<file path="src/rtl/hash_table_lp.sv">
// hash_table_lp: open-addressing key/value table with linear probing,
// tombstone deletion, in-place update and an elaboration-time hash choice.
// One operation at a time; each slot is examined in its own PROBE cycle.
module hash_table_lp #(
    parameter int    KEY_WIDTH      = 32,
    parameter int    VALUE_WIDTH    = 32,
    parameter int    DEPTH          = 16,
    parameter int    MAX_PROBE      = DEPTH,
    parameter string HASH_ALGORITHM = "MODULUS",
    localparam int   INDEX_WIDTH    = $clog2(DEPTH),
    localparam int   PCW            = $clog2(MAX_PROBE + 1),
    localparam int   ECW            = $clog2(DEPTH + 1)
) (
    input  logic                   clk,
    input  logic                   rst_n,
    input  logic                   i_op_en,
    input  logic [1:0]             i_op_sel,
    input  logic [KEY_WIDTH-1:0]   i_key_in,
    input  logic [VALUE_WIDTH-1:0] i_value_in,
    output logic                   o_op_ready,
    output logic                   o_op_done,
    output logic [1:0]             o_op_status,
    output logic [VALUE_WIDTH-1:0] o_value_out,
    output logic [PCW-1:0]         o_probe_count,
    output logic [ECW-1:0]         o_entry_count,
    output logic                   o_full
);

    typedef enum logic [1:0] {
        ST_IDLE  = 2'b00,
        ST_HASH  = 2'b01,
        ST_PROBE = 2'b10,
        ST_DONE  = 2'b11
    } state_t;

    typedef enum logic [1:0] {
        SLOT_EMPTY = 2'b00,
        SLOT_VALID = 2'b01,
        SLOT_TOMB  = 2'b10
    } slot_t;

    localparam logic [1:0] OP_INSERT = 2'b00;
    localparam logic [1:0] OP_DELETE = 2'b01;
    localparam logic [1:0] OP_SEARCH = 2'b10;
    localparam logic [1:0] OP_CLEAR  = 2'b11;

    localparam logic [1:0] STATUS_OK        = 2'b00;
    localparam logic [1:0] STATUS_NOT_FOUND = 2'b01;
    localparam logic [1:0] STATUS_FULL      = 2'b10;

    // FNV-1a over the key bytes, least significant byte first, folded to a slot index.
    function automatic logic [INDEX_WIDTH-1:0] fnv1aIndex(input logic [KEY_WIDTH-1:0] key);
        logic [31:0] h;
        h = 32'h811C9DC5;
        for (int b = 0; b < KEY_WIDTH / 8; b++) begin
            h = (h ^ {24'd0, key[b*8 +: 8]}) * 32'h01000193;
        end
        return h[INDEX_WIDTH-1:0];
    endfunction

    state_t                 r_state;
    state_t                 w_stateNext;

    logic [1:0]             r_op;
    logic [KEY_WIDTH-1:0]   r_key;
    logic [VALUE_WIDTH-1:0] r_value;
    logic [INDEX_WIDTH-1:0] r_idx;
    logic [PCW-1:0]         r_probes;
    logic                   r_freeFound;
    logic [INDEX_WIDTH-1:0] r_freeIdx;

    slot_t                  r_slotState [DEPTH];
    logic [KEY_WIDTH-1:0]   r_slotKey   [DEPTH];
    logic [VALUE_WIDTH-1:0] r_slotValue [DEPTH];

    logic [1:0]             r_status;
    logic [VALUE_WIDTH-1:0] r_valueOut;
    logic [PCW-1:0]         r_probeCount;
    logic [ECW-1:0]         r_entryCount;

    logic [INDEX_WIDTH-1:0] w_hashIdx;
    slot_t                  w_curState;
    logic                   w_hit;
    logic                   w_curFree;
    logic [PCW-1:0]         w_examined;
    logic                   w_probeEnd;
    logic                   w_freeAvail;
    logic [INDEX_WIDTH-1:0] w_freeIdx;
    logic                   w_termEdge;

    // Home slot: either the low key bits or the folded FNV-1a hash.
    generate
        if (HASH_ALGORITHM == "FNV1A") begin : g_hashFnv
            assign w_hashIdx = fnv1aIndex(r_key);
        end else begin : g_hashMod
            assign w_hashIdx = r_key[INDEX_WIDTH-1:0];
        end
    endgenerate

    // Evaluate the slot under the probe pointer and decide whether probing ends here.
    always_comb begin
        w_curState  = r_slotState[r_idx];
        w_hit       = (w_curState == SLOT_VALID) && (r_slotKey[r_idx] == r_key);
        w_curFree   = (w_curState != SLOT_VALID);
        w_examined  = r_probes + PCW'(1);
        w_probeEnd  = w_hit || (w_curState == SLOT_EMPTY) || (w_examined == PCW'(MAX_PROBE));
        w_freeAvail = r_freeFound || w_curFree;
        w_freeIdx   = r_freeFound ? r_freeIdx : r_idx;
        w_termEdge  = (r_state == ST_PROBE) && w_probeEnd;
    end

    // State register for the operation sequencer.
    always_ff @(posedge clk or negedge rst_n) begin
        if (!rst_n) begin
            r_state <= ST_IDLE;
        end else begin
            r_state <= w_stateNext;
        end
    end

    // Next-state and handshake outputs; clear skips hashing and probing entirely.
    always_comb begin
        w_stateNext = r_state;
        o_op_ready  = 1'b0;
        o_op_done   = 1'b0;
        case (r_state)
            ST_IDLE: begin
                o_op_ready = 1'b1;
                if (i_op_en) begin
                    w_stateNext = (i_op_sel == OP_CLEAR) ? ST_DONE : ST_HASH;
                end
            end
            ST_HASH: begin
                w_stateNext = ST_PROBE;
            end
            ST_PROBE: begin
                if (w_probeEnd) begin
                    w_stateNext = ST_DONE;
                end
            end
            ST_DONE: begin
                o_op_done   = 1'b1;
                w_stateNext = ST_IDLE;
            end
            default: begin
                w_stateNext = ST_IDLE;
            end
        endcase
    end

    // Operation latch, probe walk, slot states, counters and result registers.
    always_ff @(posedge clk or negedge rst_n) begin
        if (!rst_n) begin
            r_op         <= OP_INSERT;
            r_key        <= '0;
            r_value      <= '0;
            r_idx        <= '0;
            r_probes     <= '0;
            r_freeFound  <= 1'b0;
            r_freeIdx    <= '0;
            r_status     <= STATUS_OK;
            r_valueOut   <= '0;
            r_probeCount <= '0;
            r_entryCount <= '0;
            for (int i = 0; i < DEPTH; i++) begin
                r_slotState[i] <= SLOT_EMPTY;
            end
        end else begin
            case (r_state)
                ST_IDLE: begin
                    if (i_op_en) begin
                        r_op    <= i_op_sel;
                        r_key   <= i_key_in;
                        r_value <= i_value_in;
                        if (i_op_sel == OP_CLEAR) begin
                            for (int i = 0; i < DEPTH; i++) begin
                                r_slotState[i] <= SLOT_EMPTY;
                            end
                            r_entryCount <= '0;
                            r_probeCount <= '0;
                            r_status     <= STATUS_OK;
                            r_valueOut   <= '0;
                        end
                    end
                end
                ST_HASH: begin
                    r_idx       <= w_hashIdx;
                    r_probes    <= '0;
                    r_freeFound <= 1'b0;
                    r_freeIdx   <= '0;
                end
                ST_PROBE: begin
                    if (!w_probeEnd) begin
                        r_idx    <= r_idx + INDEX_WIDTH'(1);
                        r_probes <= w_examined;
                        if (!r_freeFound && w_curFree) begin
                            r_freeFound <= 1'b1;
                            r_freeIdx   <= r_idx;
                        end
                    end else begin
                        r_probeCount <= w_examined;
                        r_valueOut   <= '0;
                        case (r_op)
                            OP_INSERT: begin
                                if (w_hit) begin
                                    r_status <= STATUS_OK;
                                end else if (w_freeAvail) begin
                                    r_slotState[w_freeIdx] <= SLOT_VALID;
                                    r_entryCount           <= r_entryCount + ECW'(1);
                                    r_status               <= STATUS_OK;
                                end else begin
                                    r_status <= STATUS_FULL;
                                end
                            end
                            OP_DELETE: begin
                                if (w_hit) begin
                                    r_slotState[r_idx] <= SLOT_TOMB;
                                    r_entryCount       <= r_entryCount - ECW'(1);
                                    r_status           <= STATUS_OK;
                                end else begin
                                    r_status <= STATUS_NOT_FOUND;
                                end
                            end
                            OP_SEARCH: begin
                                if (w_hit) begin
                                    r_valueOut <= r_slotValue[r_idx];
                                    r_status   <= STATUS_OK;
                                end else begin
                                    r_status <= STATUS_NOT_FOUND;
                                end
                            end
                            default: begin
                                r_status <= STATUS_OK;
                            end
                        endcase
                    end
                end
                default: begin
                end
            endcase
        end
    end

    // Key/value storage; no reset needed because slot state alone decides what is live.
    always_ff @(posedge clk) begin
        if (w_termEdge && (r_op == OP_INSERT)) begin
            if (w_hit) begin
                r_slotValue[r_idx] <= r_value;
            end else if (w_freeAvail) begin
                r_slotKey[w_freeIdx]   <= r_key;
                r_slotValue[w_freeIdx] <= r_value;
            end
        end
    end

    assign o_op_status   = r_status;
    assign o_value_out   = r_valueOut;
    assign o_probe_count = r_probeCount;
    assign o_entry_count = r_entryCount;
    assign o_full        = (r_entryCount == ECW'(DEPTH));

endmodule

</file>
<file path="config.mk">
export PLATFORM = sky130hd
export DESIGN_NAME = hash_table_lp
export DESIGN_NICKNAME = d
export VERILOG_FILES = /design/src/rtl/hash_table_lp.sv
export SDC_FILE = /design/constraint.sdc
export NUM_CORES = 1
export LEC_CHECK = 0
export ABC_AREA = 1
export ABC_CLOCK_PERIOD_IN_PS = 7490
export BUFFER_PORTS_ARGS = -buffer_cell sky130_fd_sc_hd__buf_4
export CAP_MARGIN = 20
export CORE_AREA = 2 2 279 281
export DETAILED_ROUTE_END_ITERATION = 7
export DIE_AREA = 0 0 281 283
export HOLD_SLACK_MARGIN = 0.12
export PLACE_DENSITY = 0.82
export SLEW_MARGIN = 30
export SYNTH_ARGS = -nofsm -noshare
export SYNTH_HDL_FRONTEND = slang
export SYNTH_SLANG_ARGS = --single-unit
</file>
<file path="constraint.sdc">
create_clock -name clk -period 7.49 [get_ports clk]
set_clock_uncertainty 0.05 [all_clocks]
set_input_delay 0.3745 -clock clk [delete_from_list [all_inputs] [get_ports clk]]
set_output_delay 0.3745 -clock clk [all_outputs]
set_load 0.005 [all_outputs]
</file>
==> results by group <==
Synth
  – Ys async rst share: 13.37%
  – Synth cell types: 41
  – Number of synthesized flops with an enable pin: 1024
  – Cells after Synth: 4359
  – Yosys Warn Count: 0
  – Seq cells post-synth: 1182
  – Mean Syn Cell Area: 11.30 um^2
  – Synth Cell Area: 0.04926 mm^2
  – Main flop type after synthesis: edfxtp_1
  – Mapped Nets: 4445
  – Sequential fraction of the synthesis area: 70.45%

Worst hold path
  – Hold Crit Start: i_op_en
  – Worst Hold Class: in2reg
  – WHS Path Cells: 5
  – Hold-critical path endpoint: r_state[1]$_DFFE_PN0P_

Critical path
  – Worst path max stage delay: 1070 ps
  – Sum of buffers and inverters on the critical path: 3
  – Reg2Reg Launch Point: r_idx[0]$_DFFE_PN0P_
  – Critical path endpoint category: flop
  – Critical path data arrival time: 6610 ps
  – Worst-path cell chain: buf_4 > nand2_1 > nand3_1 > nand2_1 > nand2_1 > nand2_1 > nor2_1 > nor2_1 > nor2_1 > nand2_1 > nor2_1 > nand3_1 > nor2_1 > nand2_2 > nand4_1 > buf_4 > nand2_1 > o21ai_0 > nand2_1 > nor2_4 > buf_4
  – Worst path most repeated cell: nand2_1
  – CP Class: reg2reg
  – Data required, critical path: 7820 ps
  – CP delay by family, top: simple AND/OR/NAND/NOR gates
  – Worst Setup Start Kind: flop
  – R2r worst-path depth: 21
  – Slowest stage cell, crit path: dfrtp_4
  – R2r endpoint: r_slotValue[12][21]$_DFFE_PP_
  – R2R Setup Slk: 1200 ps
  – Crit Path Max Fanout: 83
  – Crit. path cell count: 21

Route
  – Via count: 34439
  – DR DRC count: 4
  – Vias/cell: 6.129
  – Avg WL per Cell: 22.73 um
  – Post-Route WL: 127.7 mm
  – Antenna-violating nets left: 0
  – First-iteration detailed-routing DRC count: 5164
  – Pre-antenna DRT Iters: 8

Clock network
  – CTS tree: yes
  – Clock root buffer: clkbuf_16
  – CTS Sinks: 1182
  – H-Tree Depth: 3
  – CTS buffer count: 114
  – CTS max path bufs: 3
  – Worst skew pair latency: 700 ps
  – Clock Pin Slew Worst Setup and Hold Paths: 60 ps
  – Resized Gates After CTS: 0

Cells and area
  – Ant diodes: 0
  – FILL cells: 4767
  – Syn-to-layout area delta: 13.04%
  – Commonest non-fill, non-tap cell in the layout: nand2_1
  – Share of post-route cells with drive strength above 1: 9.718%
  – Non-filler instance count after layout: 5619
  – Total Nets Final: 4567
  – Most frequent cells in the layout: nand2_1 (1228), edfxtp_1 (1024), nor2_1 (484), o21ai_0 (261), inv_1 (229)

Placed design
  – Inst Count DP: 5338
  – Dpl ws: 1413 ps
  – Number of I/O port buffers: 115
  – GP Congestion: 0.8967
  – Final HPWL DP: 70.22 mm

Run status
  – Failing checks: DRC
  – Status: complete, but fails checks

Timing
  – Crit share post-route: 83.91%
  – Final min period: 6285 ps
  – Fmax: 159.1 MHz
  – Endpoints failing setup: 0
  – Worst-Margin Slew: 1086 ps
  – Setup tns final: 0 ps
  – Slew HR: 27.18%
  – Unrepaired setup endpoints after global routing: false
  – Final Hold Viols: 0
  – Final Max Tran Viols: 0
  – Worst setup margin: 1205 ps

Pwr
  – P_leak: 21.09 nW
  – Power per cell area: 396.2 mW/mm^2
  – Worst vdd ir: 0.3652 mV

Global route
  – Largest net degree at the start of global routing: 264
  – Grt total ovfl: 0
  – Wire length of the first global-routing pass: 193.1 mm
  – Antenna violations before repair: 0
  – GR Util All Layers: 31.93%
  – Number of global-route vias before repair: 33717

Floorplan
  – IO Pins: 116
  – Die area: 0.07952 mm^2
  – Core area: 0.07670 mm^2
  – Initial cell density of the core: 64.22%
  – Chip Height: 283 um
  – Row count: 102
  – Die width: 281 um

Flow run
  – # Max-Cap Violations: 0
-- cell type report --
cell class	instances	area, um^2	area share (%)
Clock inverter	62	599.3	1.076
Timing Repair Buffer	254	2301	4.132
Tap cell	1040	1301	2.337
Multi-Input combinational cell	2692	12790	22.98
Inverter	237	918.4	1.649
Clock buffer	152	3055	5.488
Sequential cell	1182	34710	62.34
-- worst max path at each step --
stage                    startpoint                             to  slack (ps)
4_1_cts        r_idx[0]$_DFFE_PN0P_  r_slotValue[12][28]$_DFFE_PP_        1340
5_1_grt        r_idx[0]$_DFFE_PN0P_  r_slotValue[12][28]$_DFFE_PP_         870
2_1_floorplan  r_idx[0]$_DFFE_PN0P_   r_slotValue[10][0]$_DFFE_PP_        3230
3_5_place_dp   r_idx[0]$_DFFE_PN0P_  r_slotValue[12][28]$_DFFE_PP_        1410
6_report       r_idx[0]$_DFFE_PN0P_  r_slotValue[12][21]$_DFFE_PP_        1200
3_3_place_gp   r_idx[0]$_DFFE_PN0P_  r_slotValue[12][21]$_DFFE_PP_        1640
-- report_power, final --
| part | total (mW) | internal [mW] | switching [mW] |
|---|---|---|---|
| clock | 5.66 | 3.21 | 2.45 |
| combinational | 7.07 | 2.04 | 5.04 |
| sequential | 9.32 | 8.29 | 1.03 |
| total | 22.1 | 13.5 | 8.52 |
-- repair_timing --
| action | CTS | global route |
|---|---|---|
| setup buffers | 0 | 0 |
| hold buffers | 67 | 0 |
| endpoints found under the hold margin | 130 | 0 |
-- state kept, by name (all words and copies together), names as in the netlist --
register	cells
r_idx	4
o_entry_count	5
r_key	32
r_slotKey	512
r_freeFound	1
o_probe_count	5
o_value_out	32
r_freeIdx	4
r_slotValue	512
r_op	2
o_op_status	2
r_state	2
r_value	32
r_probes	5
r_slotState	32
-- logic make-up after synthesis --
| group | Yosys count | synth area share, % |
|---|---|---|
| and+or+nand+nor | 1886 | 14.86 |
| DFF | 1182 | 70.45 |
| buffers and inverters | 485 | 4.125 |
| AOI/OAI and AO/OA | 736 | 8.962 |
| muxes | 41 | 0.9373 |
| adders and majority gates | 17 | 0.4471 |
| xor gates and xnor gates | 12 | 0.2134 |
-- worst register-to-register path, delay by kind of cell (launching register included) --
kind	cells	cell delay (ps)
buffers and inverters	3	1580
and+or+nand+nor	17	3090
AOI/OAI and AO/OA	1	180
DFF	1	1070
-- synth_stat cells (2+ instances only) --
library cell | count | area [um^2]
ha_1 | 16 | 200.2
xor2_1 | 12 | 105.1
nand3b_1 | 2 | 15.01
nand2_1 | 1229 | 4613
buf_1 | 16 | 60.06
o22ai_1 | 17 | 106.4
nor4_1 | 3 | 18.77
inv_1 | 229 | 859.6
buf_2 | 74 | 370.4
o21ai_1 | 110 | 550.5
edfxtp_1 | 1024 | 30750
o21bai_1 | 3 | 22.52
o21ai_0 | 261 | 1306
nor3b_1 | 3 | 22.52
a32o_1 | 64 | 640.6
o211ai_1 | 15 | 112.6
nand3_2 | 2 | 20.02
clkinv_1 | 3 | 11.26
o221ai_1 | 36 | 315.3
o2111ai_1 | 32 | 280.3
nor3_1 | 8 | 40.04
nor2_2 | 7 | 43.79
inv_2 | 4 | 15.01
a21oi_1 | 163 | 815.8
clkbuf_1 | 135 | 506.7
dfrtp_1 | 158 | 3954
nand4_1 | 8 | 50.05
nand3_1 | 101 | 505.5
buf_6 | 8 | 90.09
or2_2 | 4 | 25.02
nor2_1 | 516 | 1937
buf_4 | 15 | 112.6
mux2_2 | 41 | 461.7
a22oi_1 | 32 | 240.2
nand2_2 | 2 | 12.51
-- layer usage --
layer  up-vias  share of wire [%]  GRT usage, %
met5         -                  0             0
met4         0                5.3         16.08
met3       428                9.8         5.294
met2      2270                 50         53.35
met1     16423                 35         40.59
li1      15318                  -             -
-- per-stage QoR --
| step | cell area (um^2) | util, % | total power [mW] | hold WS (ps) |
|---|---|---|---|---|
| floorplan | 49260 | - | 13.89 | 28.91 |
| global placement | 51110 | 66.63 | 15.96 | 356.7 |
| detailed placement | 51350 | 66.95 | 16.23 | 354.6 |
| CTS | 55670 | 72.59 | 21.88 | 128.1 |
| global route | 55680 | 72.59 | 23.00 | 163.1 |
| finish | 55680 | 72.59 | 22.06 | 134.8 |
No activity file was read; power rests on OpenSTA's default activity.
